$ cat config.mk
export PLATFORM = sky130hd
export DESIGN_NAME = tx_slot_gate
export DESIGN_NICKNAME = d
export VERILOG_FILES = /design/src/rtl/tx_slot_gate_pkg.sv /design/src/rtl/tx_slot_gate_timer.sv /design/src/rtl/tx_slot_gate.sv
export SDC_FILE = /design/constraint.sdc
export NUM_CORES = 1
export LEC_CHECK = 0
export BUFFER_PORTS_ARGS = -buffer_cell sky130_fd_sc_hd__buf_2
export CAP_MARGIN = 25
export CORE_AREA = 2 2 386 388
export DETAILED_ROUTE_END_ITERATION = 6
export DIE_AREA = 0 0 388 390
export PLACE_DENSITY_LB_ADDON = 0.2
export SLEW_MARGIN = 40
export SYNTH_ARGS = -nofsm -noshare
export SYNTH_HDL_FRONTEND = slang
export SYNTH_SLANG_ARGS = --single-unit
$ cat constraint.sdc
create_clock -name axi_aclk -period 6.2 [get_ports axi_aclk]
set_clock_uncertainty 0.05 [all_clocks]
set_input_delay 0.62 -clock axi_aclk [delete_from_list [all_inputs] [get_ports axi_aclk]]
set_output_delay 0.62 -clock axi_aclk [all_outputs]
set_load 0.02 [all_outputs]
$ cat src/rtl/tx_slot_gate_pkg.sv
// Shared definitions for the optical slot gate: tuser length field, FSM states,
// and the packet-length to beat-count conversion.
package tx_slot_gate_pkg;

    localparam int LEN_LO = 0;
    localparam int LEN_HI = 15;
    localparam int LEN_W  = LEN_HI - LEN_LO + 1;

    typedef enum logic {
        ST_WAIT_SOP = 1'b0,
        ST_PASS     = 1'b1
    } state_t;

    // One extra bit so a maximal length cannot wrap; a zero-length packet still
    // occupies one beat on the bus.
    function automatic logic [LEN_W:0] beats_from_len(input logic [LEN_W-1:0] len,
                                                      input int unsigned data_width);
        int unsigned bpb;
        int unsigned n;
        bpb = data_width / 8;
        n   = (32'(len) + bpb - 1) / bpb;
        if (n == 0)
            n = 1;
        return (LEN_W + 1)'(n);
    endfunction

endpackage

$ cat src/rtl/tx_slot_gate_timer.sv
// Free-running slot timer: slot position, slot numbering, guard window and
// remaining-cycle count for the current optical circuit slot.
module tx_slot_timer #(
    parameter int W = 16
) (
    input  logic         clk,
    input  logic         rst_n,
    input  logic [W-1:0] slot_cycles,
    input  logic [W-1:0] guard_cycles,
    output logic         slot_start,
    output logic [7:0]   slot_index,
    output logic         cfg_err,
    output logic         open,
    output logic [W:0]   remain
);

    logic [W-1:0] r_cnt;
    logic [7:0]   r_slot_index;
    logic         r_slot_start;
    logic         w_cfg_err;
    logic         w_wrap;
    logic [W-1:0] w_cnt_nxt;

    assign w_cfg_err = (slot_cycles == '0) || (guard_cycles >= slot_cycles);
    // Compare with >= so a slot shrunk below the current count wraps right away.
    assign w_wrap    = !w_cfg_err && (r_cnt >= slot_cycles - W'(1));
    assign w_cnt_nxt = (w_cfg_err || w_wrap) ? '0 : r_cnt + W'(1);

    always_ff @(posedge clk or negedge rst_n) begin
        if (!rst_n) begin
            r_cnt        <= '0;
            r_slot_index <= '0;
            r_slot_start <= 1'b0;
        end else begin
            r_cnt        <= w_cnt_nxt;
            r_slot_start <= !w_cfg_err && (w_cnt_nxt == '0);
            if (w_wrap)
                r_slot_index <= r_slot_index + 8'd1;
        end
    end

    assign slot_start = r_slot_start;
    assign slot_index = r_slot_index;
    assign cfg_err    = w_cfg_err;
    assign open       = !w_cfg_err && (r_cnt >= guard_cycles);
    // Clamp covers the single cycle after slot_cycles is shrunk below the count.
    assign remain     = (r_cnt >= slot_cycles) ? '0
                                               : {1'b0, slot_cycles} - {1'b0, r_cnt};

endmodule

$ cat src/rtl/tx_slot_gate.sv
// Releases a packet only when it fits in the open part of the current optical
// slot; decision is taken at SOP, the rest of the packet streams through.
module tx_slot_gate
    import tx_slot_gate_pkg::*;
#(
    parameter int C_M_AXIS_DATA_WIDTH  = 256,
    parameter int C_S_AXIS_DATA_WIDTH  = 256,
    parameter int C_M_AXIS_TUSER_WIDTH = 128,
    parameter int C_S_AXIS_TUSER_WIDTH = 128,
    parameter int SLOT_CNT_WIDTH       = 16
) (
    input  logic                              axi_aclk,
    input  logic                              axi_aresetn,
    input  logic [C_S_AXIS_DATA_WIDTH-1:0]    s_axis_tdata,
    input  logic [C_S_AXIS_DATA_WIDTH/8-1:0]  s_axis_tstrb,
    input  logic [C_S_AXIS_TUSER_WIDTH-1:0]   s_axis_tuser,
    input  logic                              s_axis_tvalid,
    input  logic                              s_axis_tlast,
    output logic                              s_axis_tready,
    output logic [C_M_AXIS_DATA_WIDTH-1:0]    m_axis_tdata,
    output logic [C_M_AXIS_DATA_WIDTH/8-1:0]  m_axis_tstrb,
    output logic [C_M_AXIS_TUSER_WIDTH-1:0]   m_axis_tuser,
    output logic                              m_axis_tvalid,
    output logic                              m_axis_tlast,
    input  logic                              m_axis_tready,
    input  logic                              gate_en,
    input  logic [SLOT_CNT_WIDTH-1:0]         slot_cycles,
    input  logic [SLOT_CNT_WIDTH-1:0]         guard_cycles,
    output logic                              slot_start,
    output logic [7:0]                        slot_index,
    output logic                              cfg_err,
    output logic [31:0]                       pkt_sent_cnt,
    output logic [31:0]                       pkt_defer_cnt,
    output logic [31:0]                       overrun_cnt
);

    state_t                  r_state, w_state_nxt;
    logic                    r_run;
    logic                    r_held;
    logic [31:0]             r_sent, r_defer, r_overrun;
    logic                    w_open;
    logic [SLOT_CNT_WIDTH:0] w_remain;
    logic [LEN_W:0]          w_beats;
    logic                    w_allow;
    logic                    w_xfer;
    logic                    w_sop_xfer;
    logic                    w_hold;

    tx_slot_timer #(.W(SLOT_CNT_WIDTH)) u_timer (
        .clk          (axi_aclk),
        .rst_n        (axi_aresetn),
        .slot_cycles  (slot_cycles),
        .guard_cycles (guard_cycles),
        .slot_start   (slot_start),
        .slot_index   (slot_index),
        .cfg_err      (cfg_err),
        .open         (w_open),
        .remain       (w_remain)
    );

    assign w_beats = beats_from_len(s_axis_tuser[LEN_HI:LEN_LO], C_S_AXIS_DATA_WIDTH);
    assign w_allow = !gate_en || (w_open && (32'(w_remain) >= 32'(w_beats)));

    always_comb begin
        w_state_nxt   = r_state;
        m_axis_tvalid = 1'b0;
        s_axis_tready = 1'b0;
        w_hold        = 1'b0;
        // r_run keeps the handshake quiet until the first clock after reset.
        if (r_run) begin
            case (r_state)
                ST_WAIT_SOP: begin
                    m_axis_tvalid = s_axis_tvalid && w_allow;
                    s_axis_tready = m_axis_tready && w_allow;
                    w_hold        = s_axis_tvalid && !w_allow;
                    if (s_axis_tvalid && s_axis_tready && !s_axis_tlast)
                        w_state_nxt = ST_PASS;
                end
                ST_PASS: begin
                    m_axis_tvalid = s_axis_tvalid;
                    s_axis_tready = m_axis_tready;
                    if (s_axis_tvalid && s_axis_tready && s_axis_tlast)
                        w_state_nxt = ST_WAIT_SOP;
                end
                default: w_state_nxt = ST_WAIT_SOP;
            endcase
        end
    end

    assign w_xfer     = s_axis_tvalid && s_axis_tready;
    assign w_sop_xfer = w_xfer && (r_state == ST_WAIT_SOP);

    always_ff @(posedge axi_aclk or negedge axi_aresetn) begin
        if (!axi_aresetn) begin
            r_state   <= ST_WAIT_SOP;
            r_run     <= 1'b0;
            r_held    <= 1'b0;
            r_sent    <= '0;
            r_defer   <= '0;
            r_overrun <= '0;
        end else begin
            r_state <= w_state_nxt;
            r_run   <= 1'b1;
            if (w_sop_xfer)
                r_held <= 1'b0;
            else if (w_hold)
                r_held <= 1'b1;
            if (w_sop_xfer && r_sent != '1)
                r_sent <= r_sent + 32'd1;
            if (w_hold && !r_held && r_defer != '1)
                r_defer <= r_defer + 32'd1;
            if (w_xfer && s_axis_tlast && !w_open && r_overrun != '1)
                r_overrun <= r_overrun + 32'd1;
        end
    end

    assign m_axis_tdata  = s_axis_tdata;
    assign m_axis_tstrb  = s_axis_tstrb;
    assign m_axis_tuser  = s_axis_tuser;
    assign m_axis_tlast  = s_axis_tlast;
    assign pkt_sent_cnt  = r_sent;
    assign pkt_defer_cnt = r_defer;
    assign overrun_cnt   = r_overrun;

endmodule

==> results.sh, run 1 <==
export IMPL_outcome="complete, no violations"
export IMPL_total_power_uw=2640
export IMPL_dp_hpwl_um=43300
export IMPL_postSynthCellCount=1359
export IMPL_fp_dieH_um=390
export IMPL_synth_seq_cells=124
export IMPL_yosysTopAreaCellShare_pct=26.4
export IMPL_worst_setup_path_start_kind="flop"
export IMPL_yosysMostFrequentCell="buf_4"
export IMPL_globalRouteTotalUtil_pct=6.85
export IMPL_drtAntennaViolNets=0
export IMPL_worstPathRequired_ns=5.53
export IMPL_gp_congestion=0.711
export IMPL_ys_top_cells_by_area="buf_4 (26%), dfrtp_1 (26%), ha_1 (8.6%)"
export IMPL_final_setup_viol_count=0
export IMPL_drive_above_1_share_pct=23.2
export IMPL_synthFlopType="dfrtp_1"
export IMPL_power_leakage_uw=0.00546
export IMPL_startpoint="u_timer.r_cnt[10]"
export IMPL_drc=0
export IMPL_ys_warnings_count=0
export IMPL_arrival_ns=4.90
export IMPL_die_area_um2=151000
export IMPL_async_flop_share_pct=100
export IMPL_area_delta_synth_final_pct=8.18
export IMPL_synth_fp_nets=1896
export IMPL_setup_tns_ns=0
export IMPL_overflow=0
export IMPL_first_global_vias=8641
export IMPL_worstRegToRegCells=18
export IMPL_synth_edf_count=0
export IMPL_root_buffer="clkbuf_16"
export IMPL_routed_wl_um=52000
export IMPL_final_nets=1689
export IMPL_antenna_found_initial=9
export IMPL_hold_viol=0
export IMPL_yosysUniqueCellTypes=67
export IMPL_slew_viol_final=0
export IMPL_clockBufferDepth=2
export IMPL_fp_dieW_um=388
export IMPL_grt_first_pass_wirelength_um=71400
export IMPL_cts_tree="built"
export IMPL_finalWorstSetupSlack_ns=0.627
export IMPL_coreArea_um2=147000
export IMPL_p_per_area_nw_per_um2=206
export IMPL_drv_cap=0
export IMPL_rsz0062_at_grt="no"
export IMPL_r2r_start="u_timer.r_cnt[10]"
export IMPL_max_slew_margin_rel_pct=49.3
export IMPL_yosysSeqAreaShare_pct=26.1
export IMPL_port_buffers=178
export IMPL_grt_start_max_net_pins=71
export IMPL_ir_drop_mv=0.194
export IMPL_place_ws_ns=0.450
export IMPL_h_tree_depth=4
export IMPL_period_minus_slack_ns=5.57
export IMPL_tightest_slew_ns=0.754
export IMPL_holdBufCountCts=0
export IMPL_period_share_pct=89.9
export IMPL_via_per_inst=2.68
export IMPL_clk_pin_slew_ns=0.07
export IMPL_dp_cells=3062
export IMPL_drtIter0Drc=278
export IMPL_end_kind="primary output"
export IMPL_dr_pass1_iters=4
export IMPL_critical_path_class="flop to primary output"
export IMPL_vias=8287
export IMPL_start_util_pct=8.07
export IMPL_clock_sinks=124
export IMPL_clkLatencyLatePin_ns=0.52
export IMPL_crit_path_end="s_axis_tready"
export IMPL_cp_max_fo=9
export IMPL_wl_per_cell_um=16.8
export IMPL_num_rows=141
export IMPL_numCtsBuffers=17
export IMPL_synth_area_um2=11900
export IMPL_synth_largest_area_cell="buf_4"
export IMPL_fmax_ghz=0.179
export IMPL_hold_class="input port to async pin"
export IMPL_io_pins=979
export IMPL_syn_area_per_cell_um2=8.73
export IMPL_r2r_slack_ns=1.05
export IMPL_r2r_end="pkt_defer_cnt[1]"
export IMPL_synth_common_cells="buf_4 (418), dfrtp_1 (124), xnor2_1 (111), ha_1 (82), nor2_1 (69)"
export IMPL_layoutNonFillerInstCount=3097
-- flip-flops by register name, summed over array words and instances (netlist names) --
| register | flops |
|---|---|
| u_timer.r_cnt | 16 |
| r_run | 1 |
| r_state | 1 |
| pkt_defer_cnt | 32 |
| u_timer.slot_index | 8 |
| u_timer.slot_start | 1 |
| r_held | 1 |
| overrun_cnt | 32 |
| pkt_sent_cnt | 32 |
-- repair_timing --
action	4_1_cts	5_1_grt
gates resized for setup	0	0
setup buffers	0	1
endpoints found under the setup margin	0	1
-- placed cells by master, fill, tap and decap left out, drive strengths merged, types with 41 or more instances in the layout --
master,instances
dfrtp,124
nand2,61
nor2,69
xor2,41
ha,82
buf,208
inv,71
nand4,46
xnor2,111
nand3,63
-- per-layer routing --
metal  track usage [%]  vias to the layer above  share of wire (%)
li1                  -                     3759                  -
met1              7.42                     3805                 39
met3              4.26                      177                 13
met4              4.68                        8                6.0
met5             0.319                        -               0.21
met2              9.77                      538                 42
-- worst max-delay path: stages (launching register included) --
cell	delay [ns]
dfrtp_1	0.44
inv_1	0.14
ha_1	0.49
a21oi_1	0.14
o211a_1	0.25
or2_0	0.22
a211o_1	0.25
o21a_1	0.20
nor2_1	0.15
ha_1	0.27
a21oi_1	0.16
nand2_1	0.07
a211oi_1	0.31
o211a_1	0.26
o2111ai_2	0.16
o311a_4	0.49
and3_2	0.23
buf_2	0.16
-- where the power goes --
group | total [µW] | switching [µW] | leakage [µW] | internal [µW]
clock | 1120 | 495 | 0.000287 | 627
combinational | 600 | 368 | 0.00349 | 232
sequential | 919 | 62.3 | 0.00169 | 856
total | 2640 | 925 | 0.00546 | 1710
-- layout make-up --
cell class	count	area, µm²
fillers	17200	134000
multi-input cells	732	5290
flip-flops and latches	124	3100
well taps	1930	2410
repair buffers	209	1160
clock buffers	21	470
inverters	68	255
clock inverters	11	131
diodes	2	5.00
-- through the flow --
step	utilization [%]	hold WS [ns]	cell area, µm²
CTS	8.70	0.0693	12800
global route	8.72	0.0881	12800
floorplan	-	0.274	11900
global placement	8.28	0.425	12200
finish	8.72	0.0865	12800
detailed placement	8.29	0.408	12200
-- worst min path at each step --
stage	start	end	slack (ns)	cells after the start
finish	axi_aresetn	overrun_cnt[15]	0.09	1
global route	axi_aresetn	overrun_cnt[15]	0.09	1
CTS	axi_aresetn	overrun_cnt[19]	0.07	1
detailed placement	u_timer.slot_index[7]	u_timer.slot_index[7]	0.41	1
global placement	u_timer.slot_index[7]	u_timer.slot_index[7]	0.43	1
floorplan	axi_aresetn	overrun_cnt[0]	0.27	0
-- cells by family (layout without fill, tap and decap cells) --
group                      after synthesis  in the layout  share of synthesized area (%)
xor gates and xnor gates               152            152                           11.2
adders and majority gates               83             83                           8.81
DFF                                    124            124                           26.1
other                                    1              3                         0.0316
AOI/OAI and AO/OA                      124            124                           7.36
muxes                                    4              4                          0.380
and+or+nand+nor                        368            368                           16.7
buffers and inverters                  503            309                           29.4
No activity file was read; power rests on OpenSTA's default activity.
==> inputs of run 2 (changes only) <==
- GPL_TIMING_DRIVEN: unset -> 0
==> run 2 against run 1 <==
  * Non-clock buffer count is 810 higher
  * Die area stayed put
  * Global-route usage is 0.30 points higher
  * Critical path type unchanged
  * Critical endpoint unchanged
  * Largest cell class is now buffers
  * Highest routed layer unchanged
==> results.sh, run 2 (synthesized netlist as in run 1, its figures left out) <==
export IMPL_globalRouteTotalUtil_pct=7.14
export IMPL_power_leakage_uw=0.00896
export IMPL_cp_max_fo=10
export IMPL_cts_tree="built"
export IMPL_worstRegToRegCells=22
export IMPL_final_nets=2499
export IMPL_layout_common_cells="buf_2 (581), buf_4 (422), dfrtp_1 (116)"
export IMPL_wl_per_cell_um=14.5
export IMPL_end_kind="primary output"
export IMPL_drtAntennaViolNets=0
export IMPL_dp_hpwl_um=49400
export IMPL_die_area_um2=151000
export IMPL_hold_class="input port to flop"
export IMPL_clock_sinks=124
export IMPL_final_setup_viol_count=0
export IMPL_antenna_found_initial=18
export IMPL_worstPathRequired_ns=5.53
export IMPL_first_global_vias=10700
export IMPL_max_slew_margin_rel_pct=48.4
export IMPL_numCtsBuffers=17
export IMPL_port_buffers=578
export IMPL_gp_congestion=0.753
export IMPL_mostFrequentLayoutCell="buf_2"
export IMPL_startpoint="u_timer.r_cnt[4]"
export IMPL_clockBufferDepth=2
export IMPL_fp_dieW_um=388
export IMPL_routed_wl_um=56600
export IMPL_layoutNonFillerInstCount=3911
export IMPL_drv_cap=0
export IMPL_overflow=0
export IMPL_period_minus_slack_ns=5.84
export IMPL_h_tree_depth=4
export IMPL_clk_pin_slew_ns=0.07
export IMPL_p_per_area_nw_per_um2=171
export IMPL_start_util_pct=8.07
export IMPL_outcome="complete, no violations"
export IMPL_r2r_start="u_timer.r_cnt[7]"
export IMPL_arrival_ns=5.17
export IMPL_area_delta_synth_final_pct=51.0
export IMPL_r2r_end="pkt_sent_cnt[10]"
export IMPL_fmax_ghz=0.171
export IMPL_via_per_inst=2.82
export IMPL_root_buffer="clkbuf_16"
export IMPL_num_rows=141
export IMPL_dp_cells=3870
export IMPL_fp_dieH_um=390
export IMPL_critical_path_class="flop to primary output"
export IMPL_period_share_pct=94.3
export IMPL_drc=0
export IMPL_coreArea_um2=147000
export IMPL_clkLatencyLatePin_ns=0.49
export IMPL_vias=11000
export IMPL_slew_viol_final=0
export IMPL_grt_start_max_net_pins=55
export IMPL_worst_setup_path_start_kind="flop"
export IMPL_hold_viol=0
export IMPL_grt_first_pass_wirelength_um=77600
export IMPL_rsz0062_at_grt="no"
export IMPL_crit_path_end="s_axis_tready"
export IMPL_total_power_uw=3070
export IMPL_r2r_slack_ns=0.70
export IMPL_dr_pass1_iters=4
export IMPL_io_pins=979
export IMPL_ir_drop_mv=0.221
export IMPL_tightest_slew_ns=0.772
export IMPL_drive_above_1_share_pct=54.8
export IMPL_drtIter0Drc=278
==> run 2: changes by cell type in the layout (fill, tap and decap cells not counted), moves of 2 or more <==
cell / change
diode_2: +5
buf_4: +395
dfrtp_1: -8
dfrtp_2: +8
buf_2: +404
buf_12: -2
buf_16: +2
clkbuf_1: +9
==> run 2: per-stage QoR <==
stage	setup WS [ns]	util (%)	TNS, ns	cell area [µm²]	hold slack (ns)
after floorplan	1.40	-	0	11900	0.274
after global placement	-0.122	11.7	-0.329	17200	0.413
after detailed placement	-0.144	11.7	-1.06	17300	0.412
after CTS	0.0229	12.1	0	17900	0.288
after global routing	0.00842	12.2	0	17900	0.331
final	0.356	12.2	0	17900	0.368
==> run 2: cell type report <==
cell class,count,area (µm²)
buffer,433,3220
antenna,7,17.5
clock inverter,8,85.1
multi-input combinational,732,5330
timing repair buffer,586,3000
sequential,124,3110
tap,1930,2410
fill,17000,129000
clock buffer,23,478
inverter,68,255
==> run 2: power breakdown <==
part           switching [µW]  internal (µW)  leakage [µW]  total, µW
logic                     631            478       0.00702       1110
clock network             454            582      0.000270       1040
registers                64.8            857       0.00167        922
==> run 2: timing repair <==
item,4_1_cts,5_1_grt
buffers inserted,1,3
gates cloned,0,0
hold buffers,1,0
setup endpoints to repair,15,2
resized for setup,3,11
pin swaps,1,1
hold endpoints to repair,20,0
==> run 2: worst min path at each step <==
stage               slack [ns]  cells past startpoint             startpoint                    end
finish                    0.37                      2           s_axis_tlast                r_state
global route              0.33                      2           s_axis_tlast                r_state
CTS                       0.29                      2           s_axis_tlast                r_state
detailed placement        0.41                      1  u_timer.slot_index[7]  u_timer.slot_index[7]
global placement          0.41                      1  u_timer.slot_index[7]  u_timer.slot_index[7]
floorplan                 0.27                      0            axi_aresetn         overrun_cnt[0]
==> run 2: critical path, stage by stage, from the launching register on <==
cell	delay, ns
dfrtp_2	0.42
inv_1	0.12
ha_1	0.39
nand3_1	0.20
o21bai_1	0.27
a21bo_2	0.25
a211o_1	0.27
o21a_1	0.15
clkbuf_4	0.20
nor2_1	0.17
ha_1	0.28
a21oi_1	0.16
nand2_1	0.08
a211oi_1	0.29
o211a_1	0.28
o2111ai_2	0.20
o311a_4	0.51
and3_2	0.27
buf_2	0.16
==> run 2: layer usage <==
metal / global-route usage [%] / wire [µm]
met1: 8.69 / 23900
met5: 0 / 41
met2: 11.8 / 27300
met3: 2.15 / 4120
met4: 2.77 / 1290
==> inputs of run 3 (changes only) <==
==> constraint.sdc (replaced) <==
create_clock -name axi_aclk -period 6.2 [get_ports axi_aclk]
set_clock_uncertainty 0.05 [all_clocks]
set_input_delay 1.24 -clock axi_aclk [delete_from_list [all_inputs] [get_ports axi_aclk]]
set_output_delay 1.24 -clock axi_aclk [all_outputs]
set_load 0.1 [all_outputs]
==> run 3 against run 2 <==
  * The flow now finishes with violations (setup timing)
  * Global-route usage is 0.086 points higher
  * First-iteration DRC count rose by 44%
  * Wire length rose by 1.4%
  * Flip-flop and latch count unchanged
  * Register-to-register slack worse by 0.07 ns
  * Sequential share of layout area decreased by 0.57 points
  * Highest routed layer unchanged
  * Non-clock buffer count increased by 13
  * Clock power hardly changed
==> results.sh, run 3 (synthesized netlist as in run 1, its figures left out) <==
export IMPL_outcome="complete, but fails checks"
export IMPL_failed_checks="setup timing"
export IMPL_area_delta_synth_final_pct=55.7
export IMPL_worstPathRequired_ns=4.91
export IMPL_die_area_um2=151000
export IMPL_drv_cap=0
export IMPL_arrival_ns=4.99
export IMPL_fmax_ghz=0.159
export IMPL_worst_setup_path_start_kind="input port"
export IMPL_dr_pass1_iters=5
export IMPL_clkLatencyLatePin_ns=0.51
export IMPL_clk_pin_slew_ns=0.08
export IMPL_clock_sinks=124
export IMPL_drc=0
export IMPL_wl_met2_um=27600
export IMPL_cp_num_cells=20
export IMPL_final_nets=2512
export IMPL_holdBufCountCts=0
export IMPL_port_buffers=578
export IMPL_grt_first_pass_wirelength_um=78400
export IMPL_place_area_um2=17300
export IMPL_critical_path_class="input port to primary output"
export IMPL_hold_class="flop to flop"
export IMPL_met1_length_um=24000
export IMPL_globalRouteTotalUtil_pct=7.23
export IMPL_period_share_pct=101
export IMPL_wl_met3_um=4440
export IMPL_grt_start_max_net_pins=53
export IMPL_cp_buffers_inverters=5
export IMPL_layout_common_cells="buf_2 (575), buf_4 (439), dfrtp_1 (124)"
export IMPL_design_area_um2=18500
export IMPL_rsz0062_at_grt="yes"
export IMPL_gp_congestion=0.758
export IMPL_antenna_found_initial=18
export IMPL_overflow=0
export IMPL_io_pins=979
export IMPL_root_buffer="clkbuf_16"
export IMPL_end_kind="primary output"
export IMPL_drive_above_1_share_pct=57.0
export IMPL_mostFrequentLayoutCell="buf_2"
export IMPL_start_util_pct=8.07
export IMPL_wl_per_cell_um=14.6
export IMPL_h_tree_depth=4
export IMPL_num_rows=141
export IMPL_routed_wl_um=57400
export IMPL_min_path_cells=1
export IMPL_cpMaxStageDelayCell="o311ai_4"
export IMPL_dp_hpwl_um=49800
export IMPL_final_setup_viol_count=2
export IMPL_p_per_area_nw_per_um2=234
export IMPL_worstRegToRegCells=23
export IMPL_tightest_slew_ns=0.745
export IMPL_slew_viol_final=0
export IMPL_cp_cell_sequence="buf_4 > ha_1 > buf_6 > a21oi_1 > o211a_1 > or2_0 > a211o_1 > o21a_4 > clkbuf_8 > nor2_4 > ha_4 > nand4_1 > buf_4 > nor4_4 > nor3_2 > o211a_4 > o2111ai_4 > o311ai_4 > nor2_4 > buf_12"
export IMPL_clockBufferDepth=2
export IMPL_highest_layer="met5"
export IMPL_power_leakage_uw=0.00911
export IMPL_cts_tree="built"
export IMPL_cp_slowest_stage_delay_ns=0.57
export IMPL_total_power_uw=4330
export IMPL_period_minus_slack_ns=6.28
export IMPL_first_global_vias=10900
export IMPL_coreArea_um2=147000
export IMPL_ir_drop_mv=0.235
export IMPL_drtIter0Drc=399
export IMPL_finalWorstSetupSlack_ns=-0.0783
export IMPL_max_slew_margin_rel_pct=50.1
export IMPL_cp_max_fo=5
export IMPL_critical_path_top_delay_family="compound AO/OA/AOI/OAI gates"
export IMPL_via_per_inst=2.81
export IMPL_vias=11000
export IMPL_fp_dieH_um=390
export IMPL_fp_dieW_um=388
export IMPL_drtAntennaViolNets=0
export IMPL_numCtsBuffers=17
export IMPL_hold_viol=0
[run 3: timing repair]
item,4_1_cts,5_1_grt
gates resized for setup,76,5
endpoints found under the setup margin,23,2
setup buffers,12,5
pin swaps,29,7
gates cloned,1,0
[run 3: area by class of cell]
class,instances,area (µm²)
antenna,9,22.5
buffer,432,3230
clock buffer,17,425
clock inverter,15,173
fill,17000,129000
inverter,68,258
multi-input combinational,732,5690
sequential,124,3100
tap,1930,2410
timing repair buffer,600,3160
[run 3: worst reg2reg max path, stage by stage (launching register included)]
cell and delay (ns):
dfrtp_1 0.60, inv_1 0.19, ha_4 0.35, and4_4 0.24
nand3_2 0.10, nor4_4 0.32, a211o_1 0.18, o21a_4 0.16
clkbuf_8 0.18, nor2_4 0.05, ha_4 0.28, nand4_1 0.12
buf_4 0.16, nor4_4 0.24, nor3_2 0.09, o211a_4 0.20
o211ai_1 0.16, buf_4 0.18, o311ai_4 0.20, buf_4 0.25
nor3_4 0.48, buf_2 0.35, nand4_1 0.17, xnor2_1 0.17
[run 3: power by group]
| part | switching (µW) | total, µW | internal (µW) |
|---|---|---|---|
| logic | 1800 | 2330 | 533 |
| registers | 69.2 | 925 | 856 |
| clock network | 498 | 1070 | 572 |
| total | 2370 | 4330 | 1960 |
[run 3: final timing paths]
check                                      startpoint               endpoint  slack [ns]
max in group asynchronous                 axi_aresetn         overrun_cnt[5]        4.94
min in group asynchronous                 axi_aresetn      pkt_defer_cnt[31]        0.55
worst min register to register  u_timer.slot_index[7]  u_timer.slot_index[7]        0.44
worst max-delay path                  slot_cycles[10]          m_axis_tvalid       -0.08
worst min-delay path            u_timer.slot_index[7]  u_timer.slot_index[7]        0.44
worst max register to register       u_timer.r_cnt[6]       pkt_sent_cnt[29]        0.63
[run 3: stage by stage]
stage                     util [%]  hold WS (ns)  TNS, ns  setup slack [ns]  cells
after floorplan                  -         0.404        0            0.0661   1359
after global placement        11.7         0.411   -34.63             -1.31   3867
after detailed placement      11.8         0.415   -28.43             -1.23   3871
after CTS                     12.5         0.439   -0.134           -0.0713   3913
after global routing          12.5         0.464   -0.539            -0.293   3921
final                         12.6         0.436   -0.112           -0.0783   3927
[run 3: metal layers]
| layer | global-route usage, % | vias to the layer above |
|---|---|---|
| met5 | 0 | - |
| met4 | 2.67 | 8 |
| met3 | 2.56 | 54 |
| met2 | 11.8 | 488 |
| met1 | 8.70 | 5057 |
| li1 | - | 5422 |
